**src/rtl/timer_pkg.sv**
```systemverilog
// rtl/timer_pkg.sv - shared types and defaults for the BCD countdown timer
package timer_pkg;

  typedef enum logic [1:0] {IDLE, RUN, PAUSE, DONE} state_t;

  typedef logic [3:0] bcd_t;

  localparam int LO_MAX_DEF = 9;
  localparam int HI_MAX_DEF = 9;

  function automatic bcd_t bcd_sat(input bcd_t v, input bcd_t max);
    return (v > max) ? max : v;
  endfunction

endpackage

```
**src/rtl/bcd_down_digit.sv**
```systemverilog
// rtl/bcd_down_digit.sv - one BCD down-counting digit with saturating load and wrap-to-MAX borrow
module bcd_down_digit
  import timer_pkg::*;
#(
  parameter int MAX = 9
) (
  input  logic clk,
  input  logic rst,
  input  logic clr,
  input  logic load,
  input  bcd_t load_val,
  input  logic dec,
  output bcd_t value,
  output logic borrow
);

  localparam bcd_t MAX_B = bcd_t'(MAX);

  // Borrow is only meaningful when the decrement actually wins this cycle.
  assign borrow = dec && !clr && !load && (value == 4'd0);

  always_ff @(posedge clk or posedge rst) begin
    if (rst) begin
      value <= 4'd0;
    end else if (clr) begin
      value <= 4'd0;
    end else if (load) begin
      value <= bcd_sat(load_val, MAX_B);
    end else if (dec) begin
      value <= (value == 4'd0) ? MAX_B : value - 4'd1;
    end
  end

endmodule

```
**src/rtl/bcd_countdown_timer.sv**
```systemverilog
// rtl/bcd_countdown_timer.sv - two-digit BCD countdown timer with run/pause/done control
// Optional: define AUTO_RELOAD_EN to reload the captured start value on the terminal tick.
module bcd_countdown_timer
  import timer_pkg::*;
#(
  parameter int LO_MAX = LO_MAX_DEF,
  parameter int HI_MAX = HI_MAX_DEF
) (
  input  logic       clk,
  input  logic       rst,
  input  logic       tick,
  input  logic       start,
  input  logic       pause,
  input  logic       clear,
  input  logic [3:0] load_lo,
  input  logic [3:0] load_hi,
  output logic [3:0] cnt_lo,
  output logic [3:0] cnt_hi,
  output logic       running,
  output logic       borrow,
  output logic       done,
  output logic       set_reset
);

  localparam bcd_t LO_MAX_B = bcd_t'(LO_MAX);
  localparam bcd_t HI_MAX_B = bcd_t'(HI_MAX);

  state_t state;
  logic   start_ok, pause_ok, dec_lo, dec_hi, terminal, load_zero;
  logic   lo_borrow, hi_borrow_unused;
  logic   digit_load;
  bcd_t   digit_lo_val, digit_hi_val;

  // start is ignored in RUN, so it does not block pause or tick there.
  assign start_ok  = start && !clear && (state != RUN);
  assign pause_ok  = pause && !clear && !start_ok && (state == RUN || state == PAUSE);
  assign dec_lo    = tick && !clear && !start_ok && !pause && (state == RUN);
  assign dec_hi    = dec_lo && lo_borrow;
  assign terminal  = dec_lo && (cnt_lo == 4'd1) && (cnt_hi == 4'd0);
  assign load_zero = (bcd_sat(load_lo, LO_MAX_B) == 4'd0) && (bcd_sat(load_hi, HI_MAX_B) == 4'd0);

`ifdef AUTO_RELOAD_EN
  bcd_t reload_lo, reload_hi;

  always_ff @(posedge clk or posedge rst) begin
    if (rst) begin
      reload_lo <= 4'd0;
      reload_hi <= 4'd0;
    end else if (start_ok) begin
      reload_lo <= bcd_sat(load_lo, LO_MAX_B);
      reload_hi <= bcd_sat(load_hi, HI_MAX_B);
    end
  end

  assign digit_load   = start_ok || terminal;
  assign digit_lo_val = start_ok ? load_lo : reload_lo;
  assign digit_hi_val = start_ok ? load_hi : reload_hi;
`else
  assign digit_load   = start_ok;
  assign digit_lo_val = load_lo;
  assign digit_hi_val = load_hi;
`endif

  bcd_down_digit #(.MAX(LO_MAX)) u_lo (
    .clk      (clk),
    .rst      (rst),
    .clr      (clear),
    .load     (digit_load),
    .load_val (digit_lo_val),
    .dec      (dec_lo),
    .value    (cnt_lo),
    .borrow   (lo_borrow)
  );

  bcd_down_digit #(.MAX(HI_MAX)) u_hi (
    .clk      (clk),
    .rst      (rst),
    .clr      (clear),
    .load     (digit_load),
    .load_val (digit_hi_val),
    .dec      (dec_hi),
    .value    (cnt_hi),
    .borrow   (hi_borrow_unused)
  );

  always_ff @(posedge clk or posedge rst) begin
    if (rst) begin
      state     <= IDLE;
      borrow    <= 1'b0;
      set_reset <= 1'b0;
    end else begin
      borrow    <= 1'b0;
      set_reset <= 1'b0;
      if (clear) begin
        state <= IDLE;
      end else if (start_ok) begin
        if (load_zero) begin
          state     <= DONE;
          set_reset <= 1'b1;
        end else begin
          state <= RUN;
        end
      end else if (pause_ok) begin
        state <= (state == RUN) ? PAUSE : RUN;
      end else if (dec_lo) begin
        borrow <= lo_borrow;
        if (terminal) begin
          set_reset <= 1'b1;
`ifndef AUTO_RELOAD_EN
          state <= DONE;
`endif
        end
      end
    end
  end

  assign running = (state == RUN);
  assign done    = (state == DONE);

endmodule

```
**config.mk**
```make
export PLATFORM = sky130hd
export DESIGN_NAME = bcd_countdown_timer
export DESIGN_NICKNAME = d
export VERILOG_FILES = /design/src/rtl/timer_pkg.sv /design/src/rtl/bcd_down_digit.sv /design/src/rtl/bcd_countdown_timer.sv
export SDC_FILE = /design/constraint.sdc
export NUM_CORES = 1
export LEC_CHECK = 0
export ABC_AREA = 1
export BUFFER_PORTS_ARGS = -buffer_cell sky130_fd_sc_hd__buf_2
export CORE_MARGIN = 3
export CORE_UTILIZATION = 45
export DETAILED_ROUTE_END_ITERATION = 8
export PLACE_DENSITY_LB_ADDON = 0.08
export SLEW_MARGIN = 15
export SYNTH_ARGS = -nofsm -noshare
export SYNTH_HDL_FRONTEND = slang
export SYNTH_SLANG_ARGS = --single-unit
```
**constraint.sdc**
```tcl
create_clock -name clk -period 1.61 [get_ports clk]
set_input_delay 0 -clock clk [delete_from_list [all_inputs] [get_ports clk]]
set_output_delay 0 -clock clk [all_outputs]
set_load 0.01 [all_outputs]
```
==> flow_metrics.env, run 1 <==
export IMPL_grt_pass1_wl_um=3390
export IMPL_drt_pass1_iterations=5
export IMPL_crit_arrival_ns=1.63
export IMPL_start_util=0.495
export IMPL_synth_area_um2=892
export IMPL_die_area_um2=2550
export IMPL_final_area_um2=1100
export IMPL_leakagePower_nw=0.631
export IMPL_finClkSkew_ns=0.00647
export IMPL_post_cts_repair_setup_buffers=0
export IMPL_setup_viol=0
export IMPL_wl_per_cell_um=10.7
export IMPL_r2r_slack_ns=0.16
export IMPL_multi_input_area_um2=527
export IMPL_numClockSinks=12
export IMPL_drive_above_1_share=0.290
export IMPL_syn_nets=148
export IMPL_overflow=0
export IMPL_crit_fanout=6
export IMPL_cts_buffer_depth=2
export IMPL_syn_area_per_cell_um2=6.76
export IMPL_start_kind="register"
export IMPL_rsz0062_at_grt="no"
export IMPL_endpoint_kind="register"
export IMPL_grt_max_degree=13
export IMPL_finalSetupTns_ns=0
export IMPL_yosys_warnings=0
export IMPL_drt_vias_per_instance=4.72
export IMPL_rows=15
export IMPL_antenna_cells=0
export IMPL_portBuffers=25
export IMPL_drtIter0Drc=10
export IMPL_dp_hpwl_um=1640
export IMPL_vdd_drop_max_mv=0.630
export IMPL_fin_nets=179
export IMPL_clk_pin_slew_ns=0.08
export IMPL_period_minus_slack_ns=1.45
export IMPL_cap_violations=0
export IMPL_slew_headroom=0.685
export IMPL_io_pin_count=26
export IMPL_vias=882
export IMPL_gp_congestion=0.810
export IMPL_postRouteAntennaNets=0
export IMPL_num_fill_cells=182
export IMPL_cp_data_required_time_ns=1.79
export IMPL_grt_usage=0.180
export IMPL_area_delta_synth_final_pct=23.0
export IMPL_hold_viol_final=0
export IMPL_outcome="finished, final reports clean"
export IMPL_clk_latency_ns=0.28
export IMPL_placeableCoreArea_um2=1800
export IMPL_drt_wl_total_um=2000
export IMPL_tightest_slew_ns=0.471
export IMPL_fmax_mhz=690
export IMPL_ys_seq_area_frac=0.337
export IMPL_regArea_um2=300
export IMPL_cts_buffers=3
export IMPL_ctsRootBufferMaster="clkbuf_4"
export IMPL_drc_errors=0
export IMPL_path_class="reg2reg"
export IMPL_chipWidth_um=50.5
export IMPL_grt_pass1_vias=811
export IMPL_hold_path_class="in2reg"
export IMPL_die_height_um=50.5
export IMPL_p_per_area_nw_per_um2=1070
export IMPL_htree_num_levels=1
export IMPL_synthCells=132
export IMPL_place_area_um2=1050
export IMPL_ys_seq_elements=12
export IMPL_cts_tree="yes"
export IMPL_ys_types=19
export IMPL_antenna_found_initial=0
export IMPL_drv_slew=0
export IMPL_min_period_over_period=0.900
-- cells in the final DEF, fill, tap and decap left out, types with 2 or more instances in the layout --
cell / instances
nand2_1: 46
buf_2: 25
inv_1: 14
nor2_1: 13
dfrtp_1: 12
nand3_1: 11
o21ai_1: 7
inv_2: 4
nand2_4: 4
o21ai_0: 4
nor2_2: 3
a21oi_1: 3
clkbuf_4: 3
a21oi_2: 2
nor2_4: 2
-- cell type report --
type	instances	area share
Tap cell	25	0.0285
Sequential cell	12	0.274
Inverter	18	0.0616
Clock buffer	4	0.0331
Timing Repair Buffer	26	0.123
Multi-Input combinational cell	102	0.480
-- per-layer routing --
layer,share of wire,global-route usage
met2,0.46,0.272
met1,0.48,0.229
met5,0,0
met3,0.047,0.0534
met4,0.019,0.0987
-- cell usage after synthesis (all sizes together) --
cell | instances | share of area
a21boi | 2 | 0.017
dfrtp | 12 | 0.34
a21oi | 5 | 0.036
ha | 2 | 0.028
nor2 | 19 | 0.12
nand2 | 51 | 0.25
o211ai | 1 | 0.0084
nand3 | 11 | 0.062
inv | 18 | 0.076
o21ai | 11 | 0.062
-- timing repair --
item                       in CTS  in global routing
hold buffers                    1                  0
hold endpoints to repair       12                  0
resized for setup               0                  1
setup endpoints to repair       0                  4
-- cell families after synthesis --
logic type | after synthesis | share of synthesized area
buffers and inverters | 18 | 0.0757
adders and majority gates | 2 | 0.0280
and+or+nand+nor | 81 | 0.436
DFF | 12 | 0.337
AOI/OAI and AO/OA | 19 | 0.123
-- state kept, by name (all words and copies together), names as in the netlist --
| name | cells |
|---|---|
| set_reset | 1 |
| u_lo.value | 4 |
| state | 2 |
| borrow | 1 |
| u_hi.value | 4 |
-- critical path, cell delays in order, from the launching register on --
cell,delay (ns)
dfrtp_1,0.40
inv_1,0.07
ha_2,0.22
inv_1,0.07
nand2_1,0.12
nand2_4,0.10
nor2_4,0.19
nor2_2,0.07
nand2_1,0.07
nand2_1,0.05
-- stage by stage --
| stage | worst slack (ns) | total power [mW] | utilization | cells | hold slack [ns] |
|---|---|---|---|---|---|
| after floorplan | 0.241 | 0.790 | - | 132 | -0.135 |
| final | 0.161 | 1.18 | 0.609 | 187 | 0.0208 |
| after CTS | 0.133 | 1.18 | 0.608 | 187 | 0.0172 |
| after global routing | 0.00877 | 1.28 | 0.609 | 187 | 0.0285 |
| after global placement | 0.193 | 0.932 | 0.582 | 182 | 0.0399 |
| after detailed placement | 0.138 | 0.937 | 0.582 | 182 | 0.0444 |
-- worst paths after layout --
path	cells after the start	from	end
max	9	state[1]$_DFFE_PP0P_	u_hi.value[3]$_DFFE_PP0P_
min	4	clear	u_hi.value[1]$_DFFE_PP0P_
max reg2reg	9	state[1]$_DFFE_PP0P_	u_hi.value[3]$_DFFE_PP0P_
min reg2reg	2	state[1]$_DFFE_PP0P_	state[1]$_DFFE_PP0P_
max in group asynchronous	3	rst	state[0]$_DFFE_PP0P_
min in group asynchronous	3	rst	u_hi.value[1]$_DFFE_PP0P_
-- power breakdown --
group	total (mW)	internal [mW]	switching, mW
combinational	0.511	0.192	0.319
sequential	0.421	0.356	0.0651
clock	0.245	0.138	0.107
total	1.18	0.685	0.491
Power figures use the tool's default switching activity.
==> inputs of run 2 (changes only) <==
--- a/config.mk
+++ b/config.mk
@@ -6,7 +6,7 @@
 export NUM_CORES = 1
 export LEC_CHECK = 0
 export ABC_AREA = 1
-export BUFFER_PORTS_ARGS = -buffer_cell sky130_fd_sc_hd__buf_2
+export BUFFER_PORTS_ARGS = -buffer_cell sky130_fd_sc_hd__buf_4
 export CORE_MARGIN = 3
 export CORE_UTILIZATION = 45
 export DETAILED_ROUTE_END_ITERATION = 8
==> run 2 against run 1 <==
  * Sequential power grew 1%
  * Final cell count is 0.53% higher
  * Register-to-register slack about the same
  * Routed wire length up 4.0%
  * Critical path type unchanged
  * Clock power hardly changed
  * Clock skew down 0.0028 ns
  * Highest routed layer unchanged
==> flow_metrics.env, run 2 (synthesis gave the netlist of run 1 again) <==
export IMPL_clk_latency_ns=0.27
export IMPL_rows=15
export IMPL_cts_buffers=3
export IMPL_power_total_mw=1.22
export IMPL_hold_path_end="u_hi.value[1]$_DFFE_PP0P_"
export IMPL_grt_max_degree=13
export IMPL_io_pin_count=26
export IMPL_min_delay_path_depth=5
export IMPL_antenna_found_initial=0
export IMPL_die_height_um=50.5
export IMPL_min_period_over_period=0.904
export IMPL_overflow=0
export IMPL_finalSetupTns_ns=0
export IMPL_vdd_drop_max_mv=0.820
export IMPL_leakagePower_nw=0.649
export IMPL_reg2reg_to="u_hi.value[3]$_DFFE_PP0P_"
export IMPL_drv_slew=0
export IMPL_tightest_slew_ns=0.487
export IMPL_outcome="finished, final reports clean"
export IMPL_p_per_area_nw_per_um2=1040
export IMPL_cp_data_required_time_ns=1.78
export IMPL_postRouteAntennaNets=0
export IMPL_rsz0062_at_grt="no"
export IMPL_finClkSkew_ns=0.00363
export IMPL_die_area_um2=2550
export IMPL_cp_common_cell="nand2_1"
export IMPL_grt_usage=0.181
export IMPL_grt_pass1_vias=798
export IMPL_antenna_cells=0
export IMPL_setup_viol=0
export IMPL_drt_wl_total_um=2080
export IMPL_period_minus_slack_ns=1.45
export IMPL_drtIter0Drc=29
export IMPL_wl_per_cell_um=11.1
export IMPL_drt_pass1_iterations=4
export IMPL_min_from="load_hi[1]"
export IMPL_dp_hpwl_um=1670
export IMPL_post_cts_repair_setup_buffers=0
export IMPL_final_common_cell="nand2_1"
export IMPL_start_util=0.495
export IMPL_endpoint_kind="register"
export IMPL_grt_pass1_wl_um=3460
export IMPL_numClockSinks=12
export IMPL_timing_rr_start="state[1]$_DFFE_PP0P_"
export IMPL_critPathSlowestCell="dfrtp_1"
export IMPL_vias=897
export IMPL_htree_num_levels=1
export IMPL_drt_vias_per_instance=4.77
export IMPL_r2r_cells=9
export IMPL_cts_buffer_depth=2
export IMPL_placeableCoreArea_um2=1800
export IMPL_top_regs="u_hi.value x4, u_lo.value x4, state x2"
export IMPL_cap_violations=0
export IMPL_crit_arrival_ns=1.62
export IMPL_area_delta_synth_final_pct=31.1
export IMPL_path_class="reg2reg"
export IMPL_crit_fanout=6
export IMPL_drive_above_1_share=0.288
export IMPL_cts_tree="yes"
export IMPL_start_kind="register"
export IMPL_portBuffers=25
export IMPL_fmax_mhz=687
export IMPL_chipWidth_um=50.5
export IMPL_slew_headroom=0.675
export IMPL_clk_pin_slew_ns=0.08
export IMPL_hold_viol_final=0
export IMPL_gp_congestion=0.795
export IMPL_num_fill_cells=182
export IMPL_fin_nets=180
export IMPL_cpPeakStageDelay_ns=0.40
export IMPL_hold_path_class="in2reg"
export IMPL_r2r_slack_ns=0.16
export IMPL_ctsRootBufferMaster="clkbuf_4"
export IMPL_drc_errors=0
export IMPL_cp_cell_sequence="inv_1 > ha_2 > inv_1 > nand2_1 > nand2_4 > nor2_4 > nor2_2 > nand2_1 > nand2_1"
export IMPL_hold_worst_slack_ns=0.0219
export IMPL_mostFrequentLayoutCells="46 x nand2_1, 25 x buf_4, 14 x inv_1, 13 x nor2_1, 12 x dfrtp_1"
[run 2: changes by cell type in the layout (fill, tap and decap cells not counted)]
cell | before | now
dlygate4sd3_1 | 1 | 2
buf_4 | 0 | 25
buf_2 | 25 | 0
[run 2: metrics by stage]
| stage | area [um2] | utilization | instances | setup WS (ns) |
|---|---|---|---|---|
| after global placement | 1110 | 0.617 | 182 | 0.194 |
| after CTS | 1170 | 0.648 | 188 | 0.123 |
| final | 1170 | 0.649 | 188 | 0.155 |
| after floorplan | 892 | - | 132 | 0.241 |
| after detailed placement | 1110 | 0.617 | 182 | 0.138 |
| after global routing | 1170 | 0.649 | 188 | 0.0296 |
[run 2: repair_timing]
item | 4_1_cts | 5_1_grt
gates resized for setup | 0 | 1
hold endpoints to repair | 13 | 0
hold buffers | 2 | 0
endpoints found under the setup margin | 0 | 3
[run 2: worst max-delay path by stage]
stage	start	endpoint	slack (ns)	depth (start not counted)
after global placement	state[1]$_DFFE_PP0P_	u_hi.value[0]$_DFFE_PP0P_	0.19	9
after CTS	state[1]$_DFFE_PP0P_	u_hi.value[3]$_DFFE_PP0P_	0.12	9
final	state[1]$_DFFE_PP0P_	u_hi.value[3]$_DFFE_PP0P_	0.16	9
after global routing	state[1]$_DFFE_PP0P_	state[1]$_DFFE_PP0P_	0.03	9
after floorplan	state[1]$_DFFE_PP0P_	state[1]$_DFFE_PP0P_	0.24	9
after detailed placement	state[1]$_DFFE_PP0P_	u_hi.value[3]$_DFFE_PP0P_	0.14	9
[run 2: cell type report]
class | count | area (um2) | area share
multi-input cells | 102 | 527 | 0.450
clock buffers | 4 | 36.3 | 0.0310
repair buffers | 27 | 208 | 0.178
flip-flops and latches | 12 | 300 | 0.257
inverters | 18 | 67.6 | 0.0578
well taps | 25 | 31.3 | 0.0267
[run 2: worst max-delay path: cells and delay by family (launching register included)]
family                     cells  cell delay [ns]
and+or+nand+nor                6             0.61
adders and majority gates      1             0.21
DFF                            1             0.40
buffers and inverters          2             0.13
[run 2: routing by layer]
layer / up-vias / wire length (um) / track usage
met1: 395 / 1000 / 0.244
met5: - / 0 / 0
li1: 476 / - / -
met3: 2 / 111 / 0.0386
met2: 24 / 948 / 0.278
met4: 0 / 13 / 0.0807
[run 2: report_power, final]
| part | switching [mW] | internal, mW |
|---|---|---|
| sequential | 0.0700 | 0.356 |
| clock | 0.105 | 0.137 |
| combinational | 0.323 | 0.230 |
==> inputs of run 3 (changes only) <==
--- a/config.mk
+++ b/config.mk
@@ -8,7 +8,7 @@
 export ABC_AREA = 1
 export BUFFER_PORTS_ARGS = -buffer_cell sky130_fd_sc_hd__buf_4
 export CORE_MARGIN = 3
-export CORE_UTILIZATION = 45
+export CORE_UTILIZATION = 40
 export DETAILED_ROUTE_END_ITERATION = 8
 export PLACE_DENSITY_LB_ADDON = 0.08
 export SLEW_MARGIN = 15
==> run 3 against run 2 <==
  * Design area fell by 0.64%
  * Non-clock buffer count decreased by 1
  * Global-route usage shrank 0.92 points
  * Sequential share of layout area increased by 0.17 points
  * Clock skew about the same
  * Sequential cell count unchanged
  * Routed wire length fell by 2.4%
  * Combinational power decreased by 1%
  * Sequential power barely moved
  * Power shrank 1.4%
  * Critical endpoint is now state[1]$_DFFE_PP0P_
  * Largest power group unchanged
==> flow_metrics.env, run 3 (synthesis gave the netlist of run 1 again) <==
export IMPL_p_per_area_nw_per_um2=1040
export IMPL_drt_vias_per_instance=4.64
export IMPL_vias=877
export IMPL_cp_cell_sequence="inv_1 > ha_2 > inv_1 > nand2_1 > nand2_4 > a21oi_2 > nand2_1 > nand3_1 > nand2_1"
export IMPL_placeableCoreArea_um2=2040
export IMPL_vdd_drop_max_mv=0.741
export IMPL_start_kind="register"
export IMPL_clk_latency_ns=0.27
export IMPL_startpoint="state[1]$_DFFE_PP0P_"
export IMPL_io_pin_count=26
export IMPL_postRouteAntennaNets=0
export IMPL_hold_viol_final=0
export IMPL_antenna_found_initial=0
export IMPL_path_class="reg2reg"
export IMPL_leakagePower_nw=0.644
export IMPL_drt_wl_total_um=2030
export IMPL_cts_buffers=3
export IMPL_top_regs="u_hi.value x4, u_lo.value x4, state x2"
export IMPL_die_height_um=53.2
export IMPL_portBuffers=25
export IMPL_drtIter0Drc=13
export IMPL_dp_hpwl_um=1710
export IMPL_tightest_slew_ns=0.454
export IMPL_hold_worst_slack_ns=0.0201
export IMPL_min_period_over_period=0.897
export IMPL_grt_pass1_vias=852
export IMPL_final_area_um2=1160
export IMPL_crit_fanout=5
export IMPL_final_core_util=0.569
export IMPL_fin_nets=179
export IMPL_cp_common_cell="nand2_1"
export IMPL_numClockSinks=12
export IMPL_cts_buffer_depth=2
export IMPL_cts_tree="yes"
export IMPL_final_common_cell="nand2_1"
export IMPL_chipWidth_um=53.2
export IMPL_num_fill_cells=209
export IMPL_cpPeakStageDelay_ns=0.40
export IMPL_drt_pass1_iterations=4
export IMPL_cap_violations=0
export IMPL_critPathSlowestCell="dfrtp_1"
export IMPL_start_util=0.437
export IMPL_hold_path_class="in2reg"
export IMPL_fmax_mhz=692
export IMPL_drc_errors=0
export IMPL_area_delta_synth_final_pct=30.3
export IMPL_place_area_um2=1110
export IMPL_finalSetupTns_ns=0
export IMPL_multi_input_area_um2=527
export IMPL_endpoint_kind="register"
export IMPL_regArea_um2=300
export IMPL_drive_above_1_share=0.290
export IMPL_setup_viol=0
export IMPL_cp_data_required_time_ns=1.77
export IMPL_rows=16
export IMPL_slew_headroom=0.697
export IMPL_grt_usage=0.172
export IMPL_outcome="finished, final reports clean"
export IMPL_die_area_um2=2830
export IMPL_timing_rr_start="state[1]$_DFFE_PP0P_"
export IMPL_crit_arrival_ns=1.60
export IMPL_gp_congestion=0.889
export IMPL_overflow=0
export IMPL_min_from="clear"
export IMPL_period_minus_slack_ns=1.44
export IMPL_drv_slew=0
export IMPL_clk_pin_slew_ns=0.08
export IMPL_rsz0062_at_grt="no"
export IMPL_htree_num_levels=1
export IMPL_grt_pass1_wl_um=3580
export IMPL_mostFrequentLayoutCells="46 x nand2_1, 25 x buf_4, 14 x inv_1, 13 x nor2_1, 12 x dfrtp_1"
export IMPL_antenna_cells=0
export IMPL_ctsRootBufferMaster="clkbuf_4"
export IMPL_finClkSkew_ns=0.00367
export IMPL_wl_per_cell_um=10.7
export IMPL_grt_max_degree=13
==> run 3: cell count changes in the layout (fill, tap and decap cells not counted) <==
cell,before,now
dlygate4sd3_1,2,1
==> run 3: stage by stage <==
step / power, mW / worst slack [ns] / cells
final: 1.20 / 0.165 / 189
after global routing: 1.33 / 0.0353 / 189
after CTS: 1.22 / 0.145 / 189
after detailed placement: 0.979 / 0.158 / 184
after global placement: 0.984 / 0.161 / 184
after floorplan: 0.790 / 0.241 / 132
==> run 3: power breakdown <==
group	total, mW	internal, mW	switching, mW	leakage, nW
Combinational	0.547	0.230	0.317	0.465
Clock	0.233	0.137	0.0958	0.0210
Sequential	0.425	0.356	0.0687	0.158
Total	1.20	0.723	0.481	0.644
==> run 3: critical path, delay by kind of cell (launching register included) <==
family | cells | cell delay, ns
and+or+nand+nor | 5 | 0.45
DFF | 1 | 0.40
adders and majority gates | 1 | 0.21
AOI/OAI and AO/OA | 1 | 0.16
buffers and inverters | 2 | 0.12
==> run 3: cell type report <==
cell class / count / share of cell area
clock buffers: 4 / 0.0312
inverters: 18 / 0.0581
multi-input cells: 102 / 0.453
flip-flops and latches: 12 / 0.258
well taps: 27 / 0.0291
repair buffers: 26 / 0.170
==> run 3: final timing paths <==
path | end | slack [ns] | depth (start not counted)
min in group asynchronous | u_hi.value[1]$_DFFE_PP0P_ | 0.29 | 3
min | u_hi.value[1]$_DFFE_PP0P_ | 0.02 | 4
max in group asynchronous | state[1]$_DFFE_PP0P_ | 1.01 | 3
max reg2reg | state[1]$_DFFE_PP0P_ | 0.17 | 9
max | state[1]$_DFFE_PP0P_ | 0.17 | 9
min reg2reg | state[1]$_DFFE_PP0P_ | 0.56 | 2
==> run 3: timing repair <==
| action | in CTS | in global routing |
|---|---|---|
| setup endpoints to repair | 0 | 1 |
| hold endpoints to repair | 12 | 0 |
| resized for setup | 0 | 1 |
| hold buffers | 1 | 0 |
| buffers inserted | 0 | 0 |
==> run 3: metal layers <==
| layer | wire length (um) | vias up | share of wire | track usage |
|---|---|---|---|---|
| met1 | 1010 | 382 | 0.50 | 0.240 |
| met3 | 91 | 2 | 0.045 | 0.0282 |
| met5 | 0 | - | 0 | 0 |
| met2 | 919 | 16 | 0.45 | 0.259 |
| li1 | - | 477 | - | - |
| met4 | 9 | 0 | 0.0044 | 0.0723 |
